--- config.mk ---
export PLATFORM = sky130hd
export DESIGN_NAME = tinydfu_sysctl
export DESIGN_NICKNAME = d
export VERILOG_FILES = /design/src/rtl/tinydfu_sysctl.sv
export SDC_FILE = /design/constraint.sdc
export NUM_CORES = 1
export LEC_CHECK = 0
export CAP_MARGIN = 20
export CORE_UTILIZATION = 50
export CTS_BUF_LIST = sky130_fd_sc_hd__clkbuf_4 sky130_fd_sc_hd__clkbuf_8
export DETAILED_ROUTE_END_ITERATION = 6
export HOLD_SLACK_MARGIN = 0.06
export PLACE_DENSITY = 0.71
export SYNTH_ARGS = -nofsm -noshare
export SYNTH_HDL_FRONTEND = slang
export SYNTH_SLANG_ARGS = --single-unit
export TNS_END_PERCENT = 1
--- constraint.sdc ---
create_clock -name clk -period 3.6 [get_ports clk]
set_input_delay 0.36 -clock clk [delete_from_list [all_inputs] [get_ports clk]]
set_output_delay 0.36 -clock clk [all_outputs]
set_load 0.01 [all_outputs]
--- src/rtl/tinydfu_sysctl.sv ---
// tinydfu_sysctl: system-control block for TinyDFU board tops.
// Converts a raw PLL lock flag into a sequenced set of synchronous resets
// (with staggered, ascending release and re-entry on lock loss) and drives
// a mode-selectable status LED with heartbeat and activity blanking.
module tinydfu_sysctl #(
    parameter int N_RST       = 2,
    parameter int RST_HOLD    = 32,
    parameter int RST_STAGGER = 8,
    parameter int LED_DIV_W   = 21,
    parameter int ACT_HOLD    = 4096
) (
    input  logic             clk,
    input  logic             reset,
    input  logic             pll_locked,
    input  logic             act_pulse,
    input  logic [1:0]       led_mode,
    output logic [N_RST-1:0] rst_out,
    output logic             running,
    output logic             led
);

    localparam int HW = $clog2(RST_HOLD + 1);
    localparam int SW = (RST_STAGGER > 0) ? $clog2(RST_STAGGER + 1) : 1;
    localparam int AW = $clog2(ACT_HOLD + 1);
    localparam int IW = (N_RST > 1) ? $clog2(N_RST) : 1;

    localparam logic [HW-1:0] HOLD_LAST = HW'(RST_HOLD - 1);
    localparam logic [SW-1:0] STAG_LAST = SW'(RST_STAGGER);
    localparam logic [AW-1:0] ACT_LOAD  = AW'(ACT_HOLD);
    localparam logic [IW-1:0] LAST_CH   = IW'(N_RST - 1);
    localparam bit            ALL_AT_ONCE = (N_RST == 1) || (RST_STAGGER == 0);

    typedef enum logic [1:0] {
        WAIT_LOCK,
        HOLD,
        RELEASE,
        RUN
    } state_t;

    state_t               state;
    logic                 lk1;
    logic                 lk;
    logic [HW-1:0]        hold_cnt;
    logic [SW-1:0]        stag_cnt;
    logic [IW-1:0]        nxt;
    logic [LED_DIV_W-1:0] div;
    logic [AW-1:0]        act_cnt;
    logic                 hold_done;

    // Double-flop synchroniser for the asynchronous lock flag.
    always_ff @(posedge clk) begin
        if (reset) begin
            lk1 <= 1'b0;
            lk  <= 1'b0;
        end else begin
            lk1 <= pll_locked;
            lk  <= lk1;
        end
    end

    // Hold period ends on the edge where the RST_HOLD-th stable lock sample
    // is seen. HOLD is entered with the first sample already counted, so a
    // hold of one cycle leaves straight from WAIT_LOCK.
    always_comb begin
        hold_done = 1'b0;
        if (lk) begin
            if (state == WAIT_LOCK && RST_HOLD == 1)
                hold_done = 1'b1;
            else if (state == HOLD && hold_cnt == HOLD_LAST)
                hold_done = 1'b1;
        end
    end

    // Reset sequencer FSM with registered reset and running outputs.
    always_ff @(posedge clk) begin
        if (reset) begin
            state    <= WAIT_LOCK;
            hold_cnt <= '0;
            stag_cnt <= '0;
            nxt      <= '0;
            rst_out  <= '1;
            running  <= 1'b0;
        end else if (state != WAIT_LOCK && !lk) begin
            state    <= WAIT_LOCK;
            hold_cnt <= '0;
            stag_cnt <= '0;
            nxt      <= '0;
            rst_out  <= '1;
            running  <= 1'b0;
        end else if (hold_done) begin
            hold_cnt <= '0;
            if (ALL_AT_ONCE) begin
                rst_out <= '0;
                state   <= RUN;
                running <= 1'b1;
            end else begin
                rst_out[0] <= 1'b0;
                nxt        <= IW'(1);
                stag_cnt   <= SW'(1);
                state      <= RELEASE;
            end
        end else begin
            case (state)
                WAIT_LOCK: begin
                    if (lk) begin
                        state    <= HOLD;
                        hold_cnt <= HW'(1);
                    end
                end
                HOLD: begin
                    hold_cnt <= hold_cnt + 1'b1;
                end
                RELEASE: begin
                    if (stag_cnt == STAG_LAST) begin
                        rst_out  <= rst_out & ~(N_RST'(1) << nxt);
                        stag_cnt <= SW'(1);
                        if (nxt == LAST_CH) begin
                            state   <= RUN;
                            running <= 1'b1;
                        end else begin
                            nxt <= nxt + 1'b1;
                        end
                    end else begin
                        stag_cnt <= stag_cnt + 1'b1;
                    end
                end
                default: begin
                end
            endcase
        end
    end

    // Free-running LED divider, wraps naturally.
    always_ff @(posedge clk) begin
        if (reset)
            div <= '0;
        else
            div <= div + 1'b1;
    end

    // Retriggerable activity blanking counter, saturating at zero.
    always_ff @(posedge clk) begin
        if (reset)
            act_cnt <= '0;
        else if (act_pulse)
            act_cnt <= ACT_LOAD;
        else if (act_cnt != '0)
            act_cnt <= act_cnt - 1'b1;
    end

    // Registered LED drive: fast blink until running, then mode-selected.
    always_ff @(posedge clk) begin
        if (reset) begin
            led <= 1'b0;
        end else if (state != RUN) begin
            led <= div[LED_DIV_W-3];
        end else begin
            case (led_mode)
                2'd0:    led <= 1'b0;
                2'd1:    led <= 1'b1;
                2'd2:    led <= div[LED_DIV_W-1];
                default: led <= (act_cnt == '0);
            endcase
        end
    end

endmodule

# Word-level counts from Yosys, hierarchy flattened
# Cells that the tools add are included.
classes:
  n_lt_le_gt_ge: 0
  multipliers: 0
  reduce_logical: 23
  div_mod_pow: 0
  muxes: 23
  addsub: 5
  bitwise: 3
  eq_ne: 13
  shift: 1
ops:
  columns: ["op", "count"]
  rows:
  - ["two-way mux 13 bit", 2]
  - ["adder 21 x 1 -> 21 bit, second input constant", 1]
  - ["zero test 13 bit", 1]
  - ["nonzero test 13 bit", 1]
  - ["subtractor 13 x 1 -> 13 bit, second input constant", 1]
  - ["two-way mux 1 bit", 12]
  - ["case mux 6 bit (2 select lines)", 1]
  - ["AND reduction 4 bit", 3]
  - ["nonzero test 2 bit", 6]
  - ["!= test 3 bit, second input constant", 3]
  - ["two-way mux 2 bit", 4]
  - ["!= test 2 bit, second input constant", 4]
  - ["adder 6 x 1 -> 6 bit, second input constant", 1]
  - ["equality test 6 x 5 -> 1 bit, second input constant", 1]
  - ["two-way mux 6 bit", 1]
  - ["adder 4 x 1 -> 4 bit, second input constant", 1]
  - ["equality test 2 x 1 -> 1 bit, second input constant", 2]
  - ["equality test 2 bit, second input constant", 2]
  - ["equality test 4 bit, second input constant", 1]
  - ["zero test 2 bit", 2]
  - ["two-way mux 4 bit", 1]
  - ["case mux 2 bit (2 select lines)", 1]
  - ["AND reduction 2 bit", 2]
  - ["OR reduction 2 bit", 2]
  - ["other kinds (11)", 12]
word_totals:
  regBits: 53
  mem_bits_ro: 0
  mem_count: 0
  ram_bits: 0
  wordCells: 83
  latch_bits: 0

# Longest topological paths before layout
# Gate-level depths: netlist of the first run.
logic_depth:
  depth_word: 6
  mapped_depth: 6

# Worst setup path before layout of the first run
# Ideal clock, no wire load.
synth_timing:
  path_kind: "reg2reg"
  from: "reg div[0]"
  to: "reg div[20]"
  period_less_slack_ps: 1840
  setup_slack_ps: 1760
  t_arrival_ps: 1770
  path_stages_with_launch: 7
  path_cell_list: "dfxtp_1 -> ha_1 -> nand4_1 -> or4_1 -> buf_2 -> or4_1 -> a21oi_1"
synth_between:
  elab_chain_cells: 1
synth_lines:
  columns: ["item", "line", "text"]
  rows:
  - ["start, declared", "46", "logic [LED_DIV_W-1:0] div;"]
  - ["start signal, assigned", "138", "div <= div + 1'b1;"]
  - ["adder 21 x 1 -> 21 bit", "138", null]
# Every way passes these cells.
# A chain may end at the register's enable or synchronous reset.

# Final worst setup path of the first run
layout_timing:
  from: "reg act_cnt[0]"
  to: "reg led"
layout_between:
  elab_chain_cells: 3
layout_lines:
  columns: ["item", "line", "text"]
  rows:
  - ["start, declared", "47", "logic [AW-1:0] act_cnt;"]
  - ["start signal, assigned", "148", "act_cnt <= act_cnt - 1'b1;"]
  - ["zero test 13 bit", "162", "default: led <= (act_cnt == '0);"]
  - ["case mux 1 bit (3 select lines)", "158", "case (led_mode)"]
  - ["two-way mux 1 bit", "155", "end else if (state != RUN) begin"]
  - ["end signal, assigned", "156", "led <= div[LED_DIV_W-3];"]
  - ["end signal, assigned", "161", "2'd2: led <= div[LED_DIV_W-1];"]
  - ["end signal, assigned", "162", null]
  - ["end, declared", "19", "output logic led"]
# Every way passes these cells.

==> results of run 1 <==
power groups by stage:
stage / Sequential, mW / Combinational [mW] / Clock (mW)
2_1_floorplan: 0.730 / 0.478 / 0
3_3_place_gp: 0.745 / 0.565 / 0
3_5_place_dp: 0.750 / 0.564 / 0
4_1_cts: 0.736 / 0.567 / 0.371
5_1_grt: 0.750 / 0.653 / 0.394
6_report: 0.739 / 0.575 / 0.356
cell families after synthesis:
kind of cell    synth area share (%)
fa+ha+maj                      3.151
simple gates                   28.26
mux                            2.679
flops                          44.54
buf+inv                        3.256
xor+xnor                       4.412
compound gates                 13.71
state kept, by name (all words and copies together) (netlist names):
register	flops
hold_cnt	6
running	1
lk1	1
stag_cnt	4
div	21
act_cnt	13
rst_out	2
nxt	1
led	1
state	2
lk	1
placed cells by master, fill, tap and decap left out, drive strengths merged, types with 3 or more instances in the layout:
master	n
a21oi	25
clkbuf	7
clkdlybuf4s50	9
dfxtp	53
ha	6
inv	12
mux2	3
mux2i	3
nand2	22
nand3	10
nand3b	5
nand4	9
nor2	38
nor2b	5
nor3	6
nor4	4
o21ai	12
o31ai	4
or3	8
or4	8
xnor2	10
layer usage:
layer	global-route usage, %	vias to the layer above	wire length [um]
li1	-	1012	-
met3	3.846	2	115
met2	27.46	26	1746
met1	24.82	875	2254
met5	0	-	0
met4	7.333	0	29
cell type report:
class	instances	area [um^2]	area share (%)
Clock buffer	7	96.34	3.686
Inverter	12	45.04	1.723
Clock inverter	1	5.005	0.1915
Sequential cell	53	1061	40.59
Timing Repair Buffer	10	97.59	3.734
Tap cell	52	65.06	2.489
Multi-Input combinational cell	206	1244	47.58
per-stage QoR:
stage | power (mW) | cells | instance area, um^2 | worst slack [ns] | utilization [%]
3_3_place_gp | 1.310 | 333 | 2512 | 1.525 | 56.15
6_report | 1.670 | 341 | 2614 | 1.443 | 58.42
4_1_cts | 1.675 | 341 | 2614 | 1.489 | 58.42
3_5_place_dp | 1.314 | 333 | 2512 | 1.498 | 56.15
2_1_floorplan | 1.207 | 279 | 2382 | 1.760 | -
5_1_grt | 1.797 | 341 | 2614 | 1.181 | 58.42
worst max-delay path, cell delays in order, from the launching register on:
cell and delay (ns):
dfxtp_1 0.35, inv_1 0.09, ha_1 0.17, nor4b_1 0.66, nand4_1 0.44, a31oi_1 0.28, o21a_1 0.13
path summary, 6_finish.rpt:
kind               from  end  slack [ns]  cells after the start
max          act_cnt[0]  led        1.44                      6
min                 lk1   lk        0.44                      1
max reg2reg  act_cnt[0]  led        1.44                      6
min reg2reg         lk1   lk        0.44                      1
==> results.toml, run 1 <==
[power]
powerDensity_nw_per_um2 = 639.1
switchingPower_uw = 580.6
p_clk_share_pct = 21.3
combPwrFrac_pct = 34.5
ir_drop_mv = 0.2995
leakagePower_nw = 0.8856
internal-power_mw = 1.090
p_sw_share_pct = 34.76
p_seq_share_pct = 44.2

[route]
wl_um = 4145
via_per_inst = 5.616
ant_nets = 0
firstDrtPassIters = 4
wire_per_inst_um = 12.16
drc_errors = 0
vias = 1915
drt_iter0_markers = 91

[clock_network]
cts_tree = "done"
clockBufferDepth = 2
cts_resized = 0
post_cts_buffers = 0
cts-hold-fix-buffers = 0
cts_buffers = 5
cts.sink_count = 53
cts.htree.levels = 2
cts_root_buf = "clkbuf_8"
clkLatencyLatePin_ns = 0.30
cts.clk_slew.worst_paths_ns = 0.09

[synthesis]
synth_top_area_share_pct = 44.54
syn_area_um2 = 2382
synthMostInstantiatedCell = "dfxtp_1"
ys_async_sr_fraction_pct = 0
ys_top_cells_by_area = "dfxtp_1 (45%), nor2_1 (6.0%), a21oi_1 (5.3%)"
yosysWarnings = 0
synth_edf_count = 0
yosysTopAreaCell = "dfxtp_1"
synthesis.nets = 291
ys_types = 44
ys_seq_elements = 53
synth_common_cells = "dfxtp_1 (53), nor2_1 (38), a21oi_1 (25), nand2_1 (22)"
syn_avg_cell_area_um2 = 8.539
syn_inst = 279
yosysSeqAreaShare_pct = 44.54
synthFlopType = "dfxtp_1"

[timing]
period_minus_slack_ns = 2.157
timing.hold.ws_ns = 0.4422
clock-skew-final_ns = 0.01007
tightestPinTransition_ns = 0.7998
hold_violations = 0
timing.final.crit_share_pct = 59.91
relSlewSlack_pct = 45.93
finalMaxSlewViolations = 0
grt_setup_unrepaired = "no"
finalSetupViolations = 0
tns_ns = 0
fmax_ghz = 0.4636

[placed_design]
dpl.hpwl_um = 2864
place.gp.congestion = 0.7711
place.port_buffers = 9

[flow_run]
drv_cap = 0

[cells_and_area]
n_antenna_cell = 0
finalNetCount = 300
fill_cells = 412
drive_gt1_share_pct = 6.920
syn_to_final_growth_pct = 9.717

[floorplanning]
dieArea_um2 = 5045
core_area_um2 = 4474
die_w_um = 71.03
rows = 24
dieHeight_um = 71.03
ios = 10
start_util_pct = 53.24

[global_route]
grt_max_degree = 31
grt_pass1_wl_um = 7293
grt.overflow.total = 0
grt_use_total_pct = 17.99
antenna_found_initial = 0
grt_pass1_vias = 1653

[worst_setup_path]
crit_type = "reg2reg"
critPathLaunchType = "flop"
cp-end-kind = "flop"
required_ns = 3.85
critPathArrivalTime_ns = 2.41
path_max_fanout = 7

[min_path]
hp-class = "reg2reg"

[run_status]
status = "complete, no violations"
(Power assumes the default switching activity.)
==> run 2, diff against run 1 <==
Clock period 3.6 ns to 2.2 ns, I/O delays scaled along.
==> results.toml, run 2 (same netlist as run 1, synthesis figures left out) <==
[run_status]
status = "complete, no violations"

[cells_and_area]
largest_reg_flops = 21
n_antenna_cell = 0
largest-register = "div"
fin_cells = 346
syn_to_final_growth_pct = 10.66
top_regs = "div (21), act_cnt (13), hold_cnt (6)"
drive_gt1_share_pct = 8.503
finalNetCount = 305
final_cell_mix = "dfxtp_1 (53), nor2_1 (38), a21oi_1 (25)"
final_common_cell = "dfxtp_1"

[clock_network]
cts.htree.levels = 2
cts_tree = "done"
post_cts_buffers = 0
cts_root_buf = "clkbuf_8"
cts.sink_count = 53
cts.clk_slew.worst_paths_ns = 0.09
cts_resized = 0
clkLatencyLatePin_ns = 0.30
cts_buffers = 5
cts-hold-fix-buffers = 0
clockBufferDepth = 2

[route]
wl_um = 4125
wire_per_inst_um = 11.92
vias = 1921
drc_errors = 0
drt_iter0_markers = 89
via_per_inst = 5.552
ant_nets = 0
firstDrtPassIters = 4

[global_route]
grt_pass1_wl_um = 7307
grt_pass1_vias = 1706
grt.overflow.total = 0
antenna_found_initial = 0
grt_use_total_pct = 18.26
grt_max_degree = 27

[floorplanning]
dieArea_um2 = 5045
core_area_um2 = 4474
rows = 24
start_util_pct = 53.24
ios = 10
dieHeight_um = 71.03
die_w_um = 71.03

[timing]
finalSetupViolations = 0
timing.final.crit_share_pct = 89.76
grt_setup_unrepaired = "no"
finalMaxSlewViolations = 0
fmax_ghz = 0.5064
tightestPinTransition_ns = 0.4958
clock-skew-final_ns = 0.003361
hold_violations = 0
relSlewSlack_pct = 66.09
tns_ns = 0
period_minus_slack_ns = 1.975

[min_path]
hold_depth = 1
hp-class = "reg2reg"

[placed_design]
place.port_buffers = 9
dpl.hpwl_um = 2864
dp_cells = 338
place.gp.congestion = 0.8205

[worst_setup_path]
cp-end-kind = "flop"
crit_type = "reg2reg"
ff2ff_path_depth = 6
required_ns = 2.40
path_max_fanout = 4
critPathArrivalTime_ns = 2.18
critPathLaunchType = "flop"

[power]
ir_drop_mv = 0.5075
leakagePower_nw = 0.9035
powerDensity_nw_per_um2 = 1040

[flow_run]
drv_cap = 0
==> run 2: changes by cell type in the layout (fill, tap and decap cells not counted) <==
cell / previous run / this run
buf_4: 1 / 6
clkbuf_8: 7 / 5
clkbuf_4: 0 / 1
clkinv_2: 1 / 2
==> run 2: path summary, 6_finish.rpt <==
| check | from | slack [ns] | to |
|---|---|---|---|
| setup / recovery | act_cnt[0] | 0.23 | act_cnt[8] |
| hold / removal | lk1 | 0.45 | lk |
| setup reg to reg | act_cnt[0] | 0.23 | act_cnt[8] |
| hold reg to reg | lk1 | 0.45 | lk |
==> run 2: area by class of cell <==
type	count	area, um^2
Clock buffer	6	76.32
Clock inverter	2	10.01
Fill cell	399	1838
Inverter	12	45.04
Multi-Input combinational cell	206	1244
Sequential cell	53	1061
Tap cell	52	65.06
Timing Repair Buffer	15	135.1
==> run 2: per-stage QoR <==
step | hold WS (ns) | total power, mW | area, um^2 | utilization, % | worst slack (ns)
3_3_place_gp | 0.4207 | 2.204 | 2550 | 56.99 | 0.3014
6_report | 0.4525 | 2.742 | 2636 | 58.92 | 0.2254
5_1_grt | 0.4708 | 2.950 | 2636 | 58.92 | 0.05818
4_1_cts | 0.4642 | 2.759 | 2636 | 58.92 | 0.2383
2_1_floorplan | 0.3482 | 1.976 | 2382 | - | 0.3597
3_5_place_dp | 0.4381 | 2.211 | 2550 | 56.99 | 0.2601
==> run 2: worst max-delay path, stage by stage, from the launching register on <==
cell	delay (ns)
dfxtp_1	0.34
inv_1	0.09
ha_1	0.19
or3b_2	0.48
a311oi_1	0.42
a21oi_1	0.14
a31o_2	0.22
==> run 2: power by group <==
group | switching, mW | leakage (nW) | total, mW | internal [mW]
combinational | 0.520 | 0.425 | 0.994 | 0.475
sequential | 0.128 | 0.430 | 1.21 | 1.08
clock | 0.306 | 0.0484 | 0.540 | 0.234
total | 0.954 | 0.903 | 2.74 | 1.79
==> run 2: layer usage <==
layer | up-vias | track usage [%] | share of wire (%) | wire length [um]
met3 | 6 | 4.558 | 3.1 | 129
met5 | - | 0 | 0 | 0
li1 | 1022 | - | - | -
met1 | 872 | 24.73 | 53 | 2174
met2 | 21 | 27.35 | 43 | 1777
met4 | 0 | 8.667 | 1.0 | 43
